File: src/rtl/vga_sync_decoder_pkg.sv
// -----------------------------------------------------------------------------
// vga_sync_decoder_pkg
//
// Shared constants and types for the VGA sync decoder:
//   - 640x480@60 timing constants used as the decoder's parameter defaults
//   - coordinate / error-counter widths
//   - FSM state encoding for the lock tracker
//   - saturating increment helpers
//
// Optional feature macro used by the decoder: SYNC_DECODER_ERR_CNT_EN
// -----------------------------------------------------------------------------
package vga_sync_decoder_pkg;

   // 640x480 timing: clocks per line, lines per frame, visible area.
   localparam int unsigned TotalCols640     = 800;
   localparam int unsigned TotalRows640     = 525;
   localparam int unsigned ActiveCols640    = 640;
   localparam int unsigned ActiveRows640    = 480;

   // Consecutive good lines required before a VSync may establish lock.
   localparam int unsigned LockLinesDefault = 4;

   // Output widths.
   localparam int unsigned CoordW = 10;
   localparam int unsigned ErrW   = 8;

   // Lock tracker states.
   typedef enum logic [1:0] {
      StUnlocked = 2'b00,
      StCheck    = 2'b01,
      StLocked   = 2'b10
   } sync_state_e;

   // Increment that sticks at all-ones instead of wrapping.
   function automatic logic [CoordW-1:0] coord_inc_sat(input logic [CoordW-1:0] value);
      return (value == {CoordW{1'b1}}) ? value : value + {{(CoordW-1){1'b0}}, 1'b1};
   endfunction

   function automatic logic [ErrW-1:0] err_inc_sat(input logic [ErrW-1:0] value);
      return (value == {ErrW{1'b1}}) ? value : value + {{(ErrW-1){1'b0}}, 1'b1};
   endfunction

endpackage

File: src/rtl/sync_edge_detect.sv
// -----------------------------------------------------------------------------
// sync_edge_detect
//
// Two-flop register on an asynchronous active-low sync input plus a
// falling-edge detector. The edge pulse is high for one cycle when the older
// sample (q2) is 1 and the newer sample (q1) is 0.
//
// Both flops reset to 1 (the idle level of an active-low sync), so leaving
// reset never produces a spurious edge.
//
// Ports:
//   clk_i    in   clock
//   rst_i    in   synchronous active-high reset
//   sync_ni  in   active-low sync input
//   fall_o   out  one-cycle falling-edge pulse
// -----------------------------------------------------------------------------
module sync_edge_detect (
   input  logic clk_i,
   input  logic rst_i,
   input  logic sync_ni,
   output logic fall_o
);

   logic q1_q;
   logic q2_q;

   always_ff @(posedge clk_i) begin
      if (rst_i) begin
         q1_q <= 1'b1;
         q2_q <= 1'b1;
      end else begin
         q1_q <= sync_ni;
         q2_q <= q1_q;
      end
   end

   assign fall_o = q2_q & ~q1_q;

endmodule

File: src/rtl/vga_sync_decoder.sv
// -----------------------------------------------------------------------------
// vga_sync_decoder
//
// Recovers pixel column / row coordinates from VGA HSync and VSync and tracks
// whether the incoming timing matches the configured format.
//
// Parameters:
//   TOTAL_COLS   clocks per line            (default 800)
//   TOTAL_ROWS   lines per frame            (default 525)
//   ACTIVE_COLS  visible columns            (default 640)
//   ACTIVE_ROWS  visible rows               (default 480)
//   LOCK_LINES   good lines needed to lock  (default 4)
//
// Ports:
//   i_Clk          in   pixel clock
//   i_Reset        in   synchronous active-high reset
//   i_VGA_HSync    in   horizontal sync, active-low
//   i_VGA_VSync    in   vertical sync, active-low
//   o_Col          out  recovered column (saturates at 1023)
//   o_Row          out  recovered row (saturates at 1023)
//   o_Line_Start   out  one-cycle pulse, coincides with o_Col loading 0
//   o_Frame_Start  out  one-cycle pulse, coincides with o_Row loading 0 while
//                       lock is held
//   o_Active       out  locked and inside the visible area
//   o_Locked       out  timing lock
//   o_Err_Count    out  number of lock losses (saturates at 255)
//
// Optional feature: define SYNC_DECODER_ERR_CNT_EN to enable the lock-loss
// counter; otherwise o_Err_Count is tied to 0 but the port remains.
// -----------------------------------------------------------------------------
module vga_sync_decoder
   import vga_sync_decoder_pkg::*;
#(
   parameter int unsigned TOTAL_COLS  = TotalCols640,
   parameter int unsigned TOTAL_ROWS  = TotalRows640,
   parameter int unsigned ACTIVE_COLS = ActiveCols640,
   parameter int unsigned ACTIVE_ROWS = ActiveRows640,
   parameter int unsigned LOCK_LINES  = LockLinesDefault
) (
   input  logic              i_Clk,
   input  logic              i_Reset,
   input  logic              i_VGA_HSync,
   input  logic              i_VGA_VSync,
   output logic [CoordW-1:0] o_Col,
   output logic [CoordW-1:0] o_Row,
   output logic              o_Line_Start,
   output logic              o_Frame_Start,
   output logic              o_Active,
   output logic              o_Locked,
   output logic [ErrW-1:0]   o_Err_Count
);

   // Good-line counter only needs to reach LOCK_LINES.
   localparam int unsigned CntW = (LOCK_LINES < 1) ? 1 : $clog2(LOCK_LINES + 1);

   localparam logic [CoordW-1:0] LastCol = CoordW'(TOTAL_COLS - 1);
   localparam logic [CoordW-1:0] LastRow = CoordW'(TOTAL_ROWS - 1);
   localparam logic [CoordW-1:0] ActCols = CoordW'(ACTIVE_COLS);
   localparam logic [CoordW-1:0] ActRows = CoordW'(ACTIVE_ROWS);
   localparam logic [CntW-1:0]   LockCnt = CntW'(LOCK_LINES);

   logic h_edge;
   logic v_edge;

   logic [CoordW-1:0] col_q, col_d;
   logic [CoordW-1:0] row_q, row_d;
   logic              line_start_q;
   logic              frame_start_q, frame_start_d;
   logic [CntW-1:0]   cnt_q, cnt_d;
   sync_state_e       state_q, state_d;

   logic at_last_col;
   logic good_line;
   logic bad_line;
   logic lock_lost;

   // ---------------------------------------------------------------------------
   // Sync input registration and edge detection
   // ---------------------------------------------------------------------------
   sync_edge_detect u_hsync_edge (
      .clk_i   (i_Clk),
      .rst_i   (i_Reset),
      .sync_ni (i_VGA_HSync),
      .fall_o  (h_edge)
   );

   sync_edge_detect u_vsync_edge (
      .clk_i   (i_Clk),
      .rst_i   (i_Reset),
      .sync_ni (i_VGA_VSync),
      .fall_o  (v_edge)
   );

   // ---------------------------------------------------------------------------
   // Line qualification
   // ---------------------------------------------------------------------------
   // A line is good only when the HSync edge lands exactly on the last column.
   // An edge anywhere else is early; reaching the last column with no edge
   // means the column would run past TOTAL_COLS, which is an overrun.
   assign at_last_col = (col_q == LastCol);
   assign good_line   = h_edge & at_last_col;
   assign bad_line    = h_edge ^ at_last_col;

   // ---------------------------------------------------------------------------
   // Coordinate counters
   // ---------------------------------------------------------------------------
   always_comb begin
      col_d = coord_inc_sat(col_q);
      row_d = row_q;
      if (h_edge) begin
         col_d = '0;
         row_d = coord_inc_sat(row_q);
      end
      // VSync wins over the HSync row increment when both arrive together.
      if (v_edge) begin
         row_d = '0;
      end
   end

   // ---------------------------------------------------------------------------
   // Lock tracker FSM: next state
   // ---------------------------------------------------------------------------
   always_comb begin
      state_d   = state_q;
      cnt_d     = cnt_q;
      lock_lost = 1'b0;

      unique case (state_q)
         StUnlocked: begin
            if (h_edge) begin
               state_d = StCheck;
               cnt_d   = '0;
            end
         end

         StCheck: begin
            if (bad_line) begin
               state_d = StUnlocked;
               cnt_d   = '0;
            end else begin
               if (v_edge && (cnt_q >= LockCnt)) begin
                  state_d = StLocked;
               end
               if (good_line && (cnt_q < LockCnt)) begin
                  cnt_d = cnt_q + 1'b1;
               end
            end
         end

         StLocked: begin
            if (bad_line || (v_edge && (row_q != LastRow))) begin
               state_d   = StUnlocked;
               cnt_d     = '0;
               lock_lost = 1'b1;
            end
         end

         default: begin
            state_d = StUnlocked;
            cnt_d   = '0;
         end
      endcase
   end

   // Frame start only for a VSync that keeps an existing lock; the edge that
   // breaks lock, or the one that first establishes it, does not pulse.
   always_comb begin
      frame_start_d = v_edge & (state_q == StLocked) & ~lock_lost;
   end

   // ---------------------------------------------------------------------------
   // State registers
   // ---------------------------------------------------------------------------
   always_ff @(posedge i_Clk) begin
      if (i_Reset) begin
         col_q         <= '0;
         row_q         <= '0;
         line_start_q  <= 1'b0;
         frame_start_q <= 1'b0;
         cnt_q         <= '0;
         state_q       <= StUnlocked;
      end else begin
         col_q         <= col_d;
         row_q         <= row_d;
         line_start_q  <= h_edge;
         frame_start_q <= frame_start_d;
         cnt_q         <= cnt_d;
         state_q       <= state_d;
      end
   end

   // ---------------------------------------------------------------------------
   // Lock-loss counter
   // ---------------------------------------------------------------------------
`ifdef SYNC_DECODER_ERR_CNT_EN
   logic [ErrW-1:0] err_q;

   always_ff @(posedge i_Clk) begin
      if (i_Reset) begin
         err_q <= '0;
      end else if (lock_lost) begin
         err_q <= err_inc_sat(err_q);
      end
   end

   assign o_Err_Count = err_q;
`else
   assign o_Err_Count = '0;
`endif

   // ---------------------------------------------------------------------------
   // Outputs
   // ---------------------------------------------------------------------------
   assign o_Col         = col_q;
   assign o_Row         = row_q;
   assign o_Line_Start  = line_start_q;
   assign o_Frame_Start = frame_start_q;
   assign o_Locked      = (state_q == StLocked);
   assign o_Active      = o_Locked && (col_q < ActCols) && (row_q < ActRows);

endmodule

File: config.mk
export PLATFORM = sky130hd
export DESIGN_NAME = vga_sync_decoder
export DESIGN_NICKNAME = d
export VERILOG_FILES = /design/src/rtl/vga_sync_decoder_pkg.sv /design/src/rtl/sync_edge_detect.sv /design/src/rtl/vga_sync_decoder.sv
export SDC_FILE = /design/constraint.sdc
export NUM_CORES = 1
export LEC_CHECK = 0
export CORE_MARGIN = 4
export CORE_UTILIZATION = 35
export DETAILED_ROUTE_END_ITERATION = 12
export PLACE_DENSITY = 0.57
export SYNTH_ARGS = -nofsm -noshare
export SYNTH_HDL_FRONTEND = slang
export SYNTH_SLANG_ARGS = --single-unit
File: constraint.sdc
create_clock -name i_Clk -period 6.5 [get_ports i_Clk]
set_input_delay 1.625 -clock i_Clk [delete_from_list [all_inputs] [get_ports i_Clk]]
set_output_delay 1.625 -clock i_Clk [all_outputs]
set_load 0.01 [all_outputs]
==> flow_summary.json, run 1 <==
{
  "drtIter0Drc": 97,
  "synth-edff-count": 0,
  "synth_area_sq_um": 1575,
  "synth_area_leaders": "dfxtp_1 (39%), a21oi_1 (4.8%), ha_1 (4.0%)",
  "clk-insertion-delay-late_ns": 0.28,
  "ys_ff_latch": 31,
  "yosys.area.top_type": "dfxtp_1",
  "grt-ovfl-total": 0,
  "diodes": 0,
  "synth_warnings": 0,
  "cts_tree": "yes",
  "grt_pass1_wl_mm": 5.768,
  "max_slew.worst_pin.slew_ns": 0.6937,
  "antenna_found_initial": 0,
  "wl_per_cell_um": 13.22,
  "viasPerCell": 5.224,
  "endpoint_kind": "output port",
  "firstDrtPassIters": 4,
  "grt_pass1_vias": 1281,
  "slew_viol_final": 0,
  "vdd_ir_drop_max_mv": 0.1080,
  "cts.sinks": 31,
  "finalSetupTns_ns": 0,
  "grt_max_degree": 11,
  "period_minus_slack_ns": 3.322,
  "relSlewSlack_pct": 53.44,
  "p_leak_nw": 0.7126,
  "synth.top_cell.area_share_pct": 39.40,
  "r2r_slack_ns": 3.96,
  "core_area_sq_um": 4354,
  "die_height_um": 75.09,
  "io_buffers": 27,
  "grt_use_total_pct": 13.38,
  "cp_max_fo": 7,
  "dieArea_sq_um": 5638,
  "start_util_pct": 36.18,
  "synth-async-reset-ratio_pct": 0,
  "clockRootBuffer": "clkbuf_8",
  "boundaryPins": 36,
  "clk_path_buf_depth": 2,
  "ys_types": 47,
  "drive_gt1_share_pct": 9.479,
  "nets": 219,
  "cts.repair.resized": 0,
  "cts_hold_buffers": 0,
  "path_class": "flip-flop to output port",
  "synth_cells": 179,
  "routabilityCongestion": 0.7957,
  "finalClockSkew_ns": 0.006507,
  "cp.required_ns": 4.88,
  "max_freq_mhz": 301.0,
  "drt_wl_total_mm": 3.476,
  "max_cap_viol_count": 0,
  "yosysSeqAreaShare_pct": 39.40,
  "syn2layout_area_growth_pct": 25.02,
  "clk_pin_slew_ns": 0.06,
  "status": "finished clean",
  "place_hpwl_mm": 2.622,
  "total_power_w": 0.0003883,
  "drc": 0,
  "p_per_area_nw_per_um2": 197.2,
  "dieWidth_um": 75.09,
  "numCtsBuffers": 5,
  "report.final.hold_viol_count": 0,
  "final_common_cell": "dfxtp_1",
  "fin_crit_sh_pct": 51.11,
  "synthFlopType": "dfxtp_1",
  "rows": 24,
  "vias": 1374,
  "hold_class": "flip-flop to flip-flop",
  "rsz0062_at_grt": "no",
  "critPathLaunchType": "flip-flop",
  "worstPathArrival_ns": 1.70,
  "setup-violations-final": 0,
  "h-tree-depth": 2,
  "post_cts_buffers": 0,
  "synth_area_per_cell_sq_um": 8.800,
  "ant_nets": 0,
  "final_cell_mix": "dfxtp_1 (31), clkdlybuf4s50_1 (27), nand2_1 (15), a21oi_1 (15), nor2_1 (11)"
}
## power by group
| part | total [W] | internal, W | switching, W |
|---|---|---|---|
| logic | 0.0000278 | 0.0000121 | 0.0000157 |
| registers | 0.000197 | 0.000194 | 0.00000335 |
| clock network | 0.000163 | 0.0000964 | 0.0000670 |
| total | 0.000388 | 0.000302 | 0.0000860 |
## logic make-up (layout without fill, tap and decap cells)
group	Yosys count	count (layout)	share of synthesized area [%]
xor+xnor	5	5	2.780
compound gates	45	45	20.33
buf+inv	19	44	6.434
fa+ha+maj	5	5	3.971
mux	1	1	0.6355
other cells	1	8	0.2381
flops	31	31	39.40
simple gates	72	72	26.21
## per-layer routing
metal | share of wire, % | GRT usage (%) | vias up
met5 | 0 | 0 | -
met4 | 1.9 | 5.929 | 0
met3 | 5.6 | 4.406 | 8
met2 | 47 | 21.47 | 35
met1 | 46 | 16.29 | 647
li1 | - | - | 684
## stage by stage
stage                     instance area [sq um]  instances  hold slack [ns]  util [%]  setup WS (ns)
final                                      1969        263           0.4518     45.23          3.178
after global routing                       1969        263           0.4932     45.23          3.068
after CTS                                  1969        263           0.4574     45.23          3.130
after detailed placement                   1869        255           0.4412     42.93          3.310
after global placement                     1869        255           0.4270     42.93          3.373
after floorplan                            1602        186           0.4178         -          3.972
## area by class of cell
class / instances / area [sq um]
repair buffers: 27 / 270.3
fillers: 427 / 2385
clock buffers: 8 / 100.1
multi-input cells: 136 / 879.6
inverters: 9 / 33.78
well taps: 52 / 65.06
flip-flops and latches: 31 / 620.6
## worst max-delay path, cell delays in order (launching register included)
cell             delay (ns)
dfxtp_1                0.40
nand4_4                0.19
nand2_1                0.06
nor3_1                 0.18
clkdlybuf4s50_1        0.58
## cells in the mapped netlist (2+ instances only)
library cell	n
a21oi_1	15
nand2b_1	3
or3_1	7
nand3_1	6
a211oi_1	3
xor2_1	2
o31ai_1	2
o21ai_0	8
o21ai_1	4
ha_1	5
and3_1	2
a21o_1	2
nor2_1	11
or2_2	5
clkbuf_1	2
xnor2_1	3
nand4_1	2
nor3_1	7
inv_1	9
a31oi_1	3
dfxtp_1	31
buf_4	8
nand2_1	15
## sequential cells by signal (all words and copies together) (netlist names)
name               count
state_q                2
u_vsync_edge.q1_q      1
o_Frame_Start          1
o_Row                 10
u_hsync_edge.q2_q      1
o_Line_Start           1
o_Col                 10
u_hsync_edge.q1_q      1
u_vsync_edge.q2_q      1
cnt_q                  3
## worst paths after layout
| check | start | cells after the start | end |
|---|---|---|---|
| worst max-delay path | o_Row[5]$_SDFFE_PP0P_ | 4 | o_Active |
| worst min-delay path | u_vsync_edge.q1_q$_SDFF_PP1_ | 1 | u_vsync_edge.q2_q$_SDFF_PP1_ |
| worst max register to register | o_Col[0]$_SDFFE_PP0P_ | 8 | cnt_q[1]$_SDFFE_PP0P_ |
| worst min register to register | u_vsync_edge.q1_q$_SDFF_PP1_ | 1 | u_vsync_edge.q2_q$_SDFF_PP1_ |
Note: power is estimated with default switching activity, not from simulation.
==> run 2, diff against run 1 <==
- clock period: 6.5 -> 3.3 ns (I/O delays scaled with it)
==> run 2 against run 1 <==
Cell count is 0.38% lower. Utilization is 0.29 points lower. Largest power group unchanged. Setup slack worse by 2.4 ns. Clock skew is 0.0028 ns higher. First-iteration DRC count is 61% higher. Total power is 88% higher. Via count is 0.51% lower. Sequential share of layout area is 0.20 points higher. Combinational power is 95% higher.
==> flow_summary.json, run 2 (synthesized netlist as in run 1, its figures left out) <==
{
  "met3_usage_pct": 4.406,
  "rsz0062_at_grt": "no",
  "core_area_sq_um": 4354,
  "report.final.hold_viol_count": 0,
  "cp_slowest_cell": "clkdlybuf4s50_1",
  "vias": 1367,
  "dieArea_sq_um": 5638,
  "max_freq_mhz": 393.1,
  "r2r_slack_ns": 0.83,
  "grt.met1_usage_pct": 15.48,
  "cts_hold_buffers": 0,
  "cp.depth": 4,
  "drtIter0Drc": 156,
  "cp_max_fo": 7,
  "place_hpwl_mm": 2.561,
  "finalClockSkew_ns": 0.009304,
  "numCtsBuffers": 5,
  "drive_gt1_share_pct": 9.524,
  "seq_area_sq_um": 620.6,
  "final_common_cell": "dfxtp_1",
  "critPathMaxStageDelay_ns": 0.58,
  "max_slew.worst_pin.slew_ns": 0.6847,
  "worstPathCellList": "nand4_4, nand2_1, nor3_1, clkdlybuf4s50_1",
  "cp.buffers_inverters": 1,
  "post_cts_buffers": 0,
  "top_usage_layer": "met2",
  "h-tree-depth": 2,
  "critPathLaunchType": "flip-flop",
  "cp-endpoint": "o_Active",
  "grt_pass1_vias": 1291,
  "io_buffers": 27,
  "r2r_start": "o_Col[0]$_SDFFE_PP0P_",
  "period_minus_slack_ns": 2.544,
  "clk-insertion-delay-late_ns": 0.27,
  "vdd_ir_drop_max_mv": 0.2690,
  "n_fill_cell": 426,
  "start_util_pct": 36.18,
  "drc": 0,
  "use_met2_pct": 20.70,
  "grt-ovfl-total": 0,
  "diodes": 0,
  "boundaryPins": 36,
  "final_cell_mix": "dfxtp_1 (31), clkdlybuf4s50_1 (27), nand2_1 (15), a21oi_1 (15), nor2_1 (11)",
  "status": "finished clean",
  "clk_pin_slew_ns": 0.06,
  "endpoint_kind": "output port",
  "cts_tree": "yes",
  "crit_family": "buffers and inverters",
  "wl_per_cell_um": 12.70,
  "worstPathArrival_ns": 1.72,
  "routabilityCongestion": 0.8025,
  "slew_viol_final": 0,
  "grt_max_degree": 11,
  "antenna_found_initial": 0,
  "firstDrtPassIters": 4,
  "rows": 24,
  "nets": 219,
  "cp.required_ns": 2.47,
  "cts.sinks": 31,
  "syn2layout_area_growth_pct": 24.23,
  "grt_use_total_pct": 12.94,
  "r2r_cells": 8,
  "drt_wl_total_mm": 3.328,
  "rr_endpoint": "cnt_q[1]$_SDFFE_PP0P_",
  "die_height_um": 75.09,
  "ant_nets": 0,
  "p_leak_nw": 0.7082,
  "relSlewSlack_pct": 54.05,
  "multiInputGateArea_sq_um": 879.6,
  "total_power_w": 0.0007319,
  "finalSetupTns_ns": 0,
  "dieWidth_um": 75.09,
  "fin_crit_sh_pct": 77.09,
  "crit_start": "o_Row[5]$_SDFFE_PP0P_",
  "path_class": "flip-flop to output port",
  "max_cap_viol_count": 0,
  "hold_class": "flip-flop to flip-flop",
  "clk_path_buf_depth": 2,
  "grt_pass1_wl_mm": 5.616,
  "viasPerCell": 5.218,
  "cts.repair.resized": 0,
  "setup-violations-final": 0,
  "clockRootBuffer": "clkbuf_8",
  "p_per_area_nw_per_um2": 374.0
}
run 2: layer usage:
metal / share of wire, % / wire length (um)
met1: 45 / 1495
met2: 48 / 1581
met3: 5.3 / 176
met4: 2.3 / 76
met5: 0 / 0
run 2: metrics by stage:
stage	utilization [%]	hold WS [ns]	setup WS (ns)	std cells	instance area [sq um]
after CTS	44.94	0.4574	0.7081	262	1957
final	44.94	0.4502	0.7560	262	1957
after floorplan	-	0.4178	1.074	186	1602
after detailed placement	42.93	0.4424	0.8522	255	1869
after global placement	42.93	0.4282	0.9096	255	1869
after global routing	44.94	0.4978	0.6111	262	1957
run 2: worst min-delay path by stage:
stage               slack, ns                            to  depth (start not counted)                         start
floorplan                0.42  u_vsync_edge.q2_q$_SDFF_PP1_                          1  u_vsync_edge.q1_q$_SDFF_PP1_
global placement         0.43  u_vsync_edge.q2_q$_SDFF_PP1_                          1  u_vsync_edge.q1_q$_SDFF_PP1_
detailed placement       0.44  u_vsync_edge.q2_q$_SDFF_PP1_                          1  u_vsync_edge.q1_q$_SDFF_PP1_
CTS                      0.46  u_vsync_edge.q2_q$_SDFF_PP1_                          1  u_vsync_edge.q1_q$_SDFF_PP1_
global route             0.50  u_vsync_edge.q2_q$_SDFF_PP1_                          1  u_vsync_edge.q1_q$_SDFF_PP1_
finish                   0.45  u_vsync_edge.q2_q$_SDFF_PP1_                          1  u_vsync_edge.q1_q$_SDFF_PP1_
run 2: report_power, final:
| group | switching (W) | total [W] | leakage, nW | internal, W |
|---|---|---|---|---|
| Clock | 0.000127 | 0.000290 | 0.0470 | 0.000163 |
| Sequential | 0.00000652 | 0.000388 | 0.252 | 0.000382 |
| Combinational | 0.0000302 | 0.0000542 | 0.410 | 0.0000240 |
run 2: cell type report:
type                            count  area share [%]
Clock inverter                      1          0.2558
Clock buffer                        6           4.220
Multi-Input combinational cell    136           44.95
Sequential cell                    31           31.71
Inverter                            9           1.726
Tap cell                           52           3.325
Timing Repair Buffer               27           13.81
run 2: worst reg2reg max path, stage by stage (launching register included):
cell and delay (ns):
dfxtp_1 0.41, ha_1 0.26, nand4_1 0.19, nor3_1 0.23, ha_1 0.27, nor3b_1 0.50
and3b_1 0.26, a21oi_1 0.08, a211oi_2 0.18
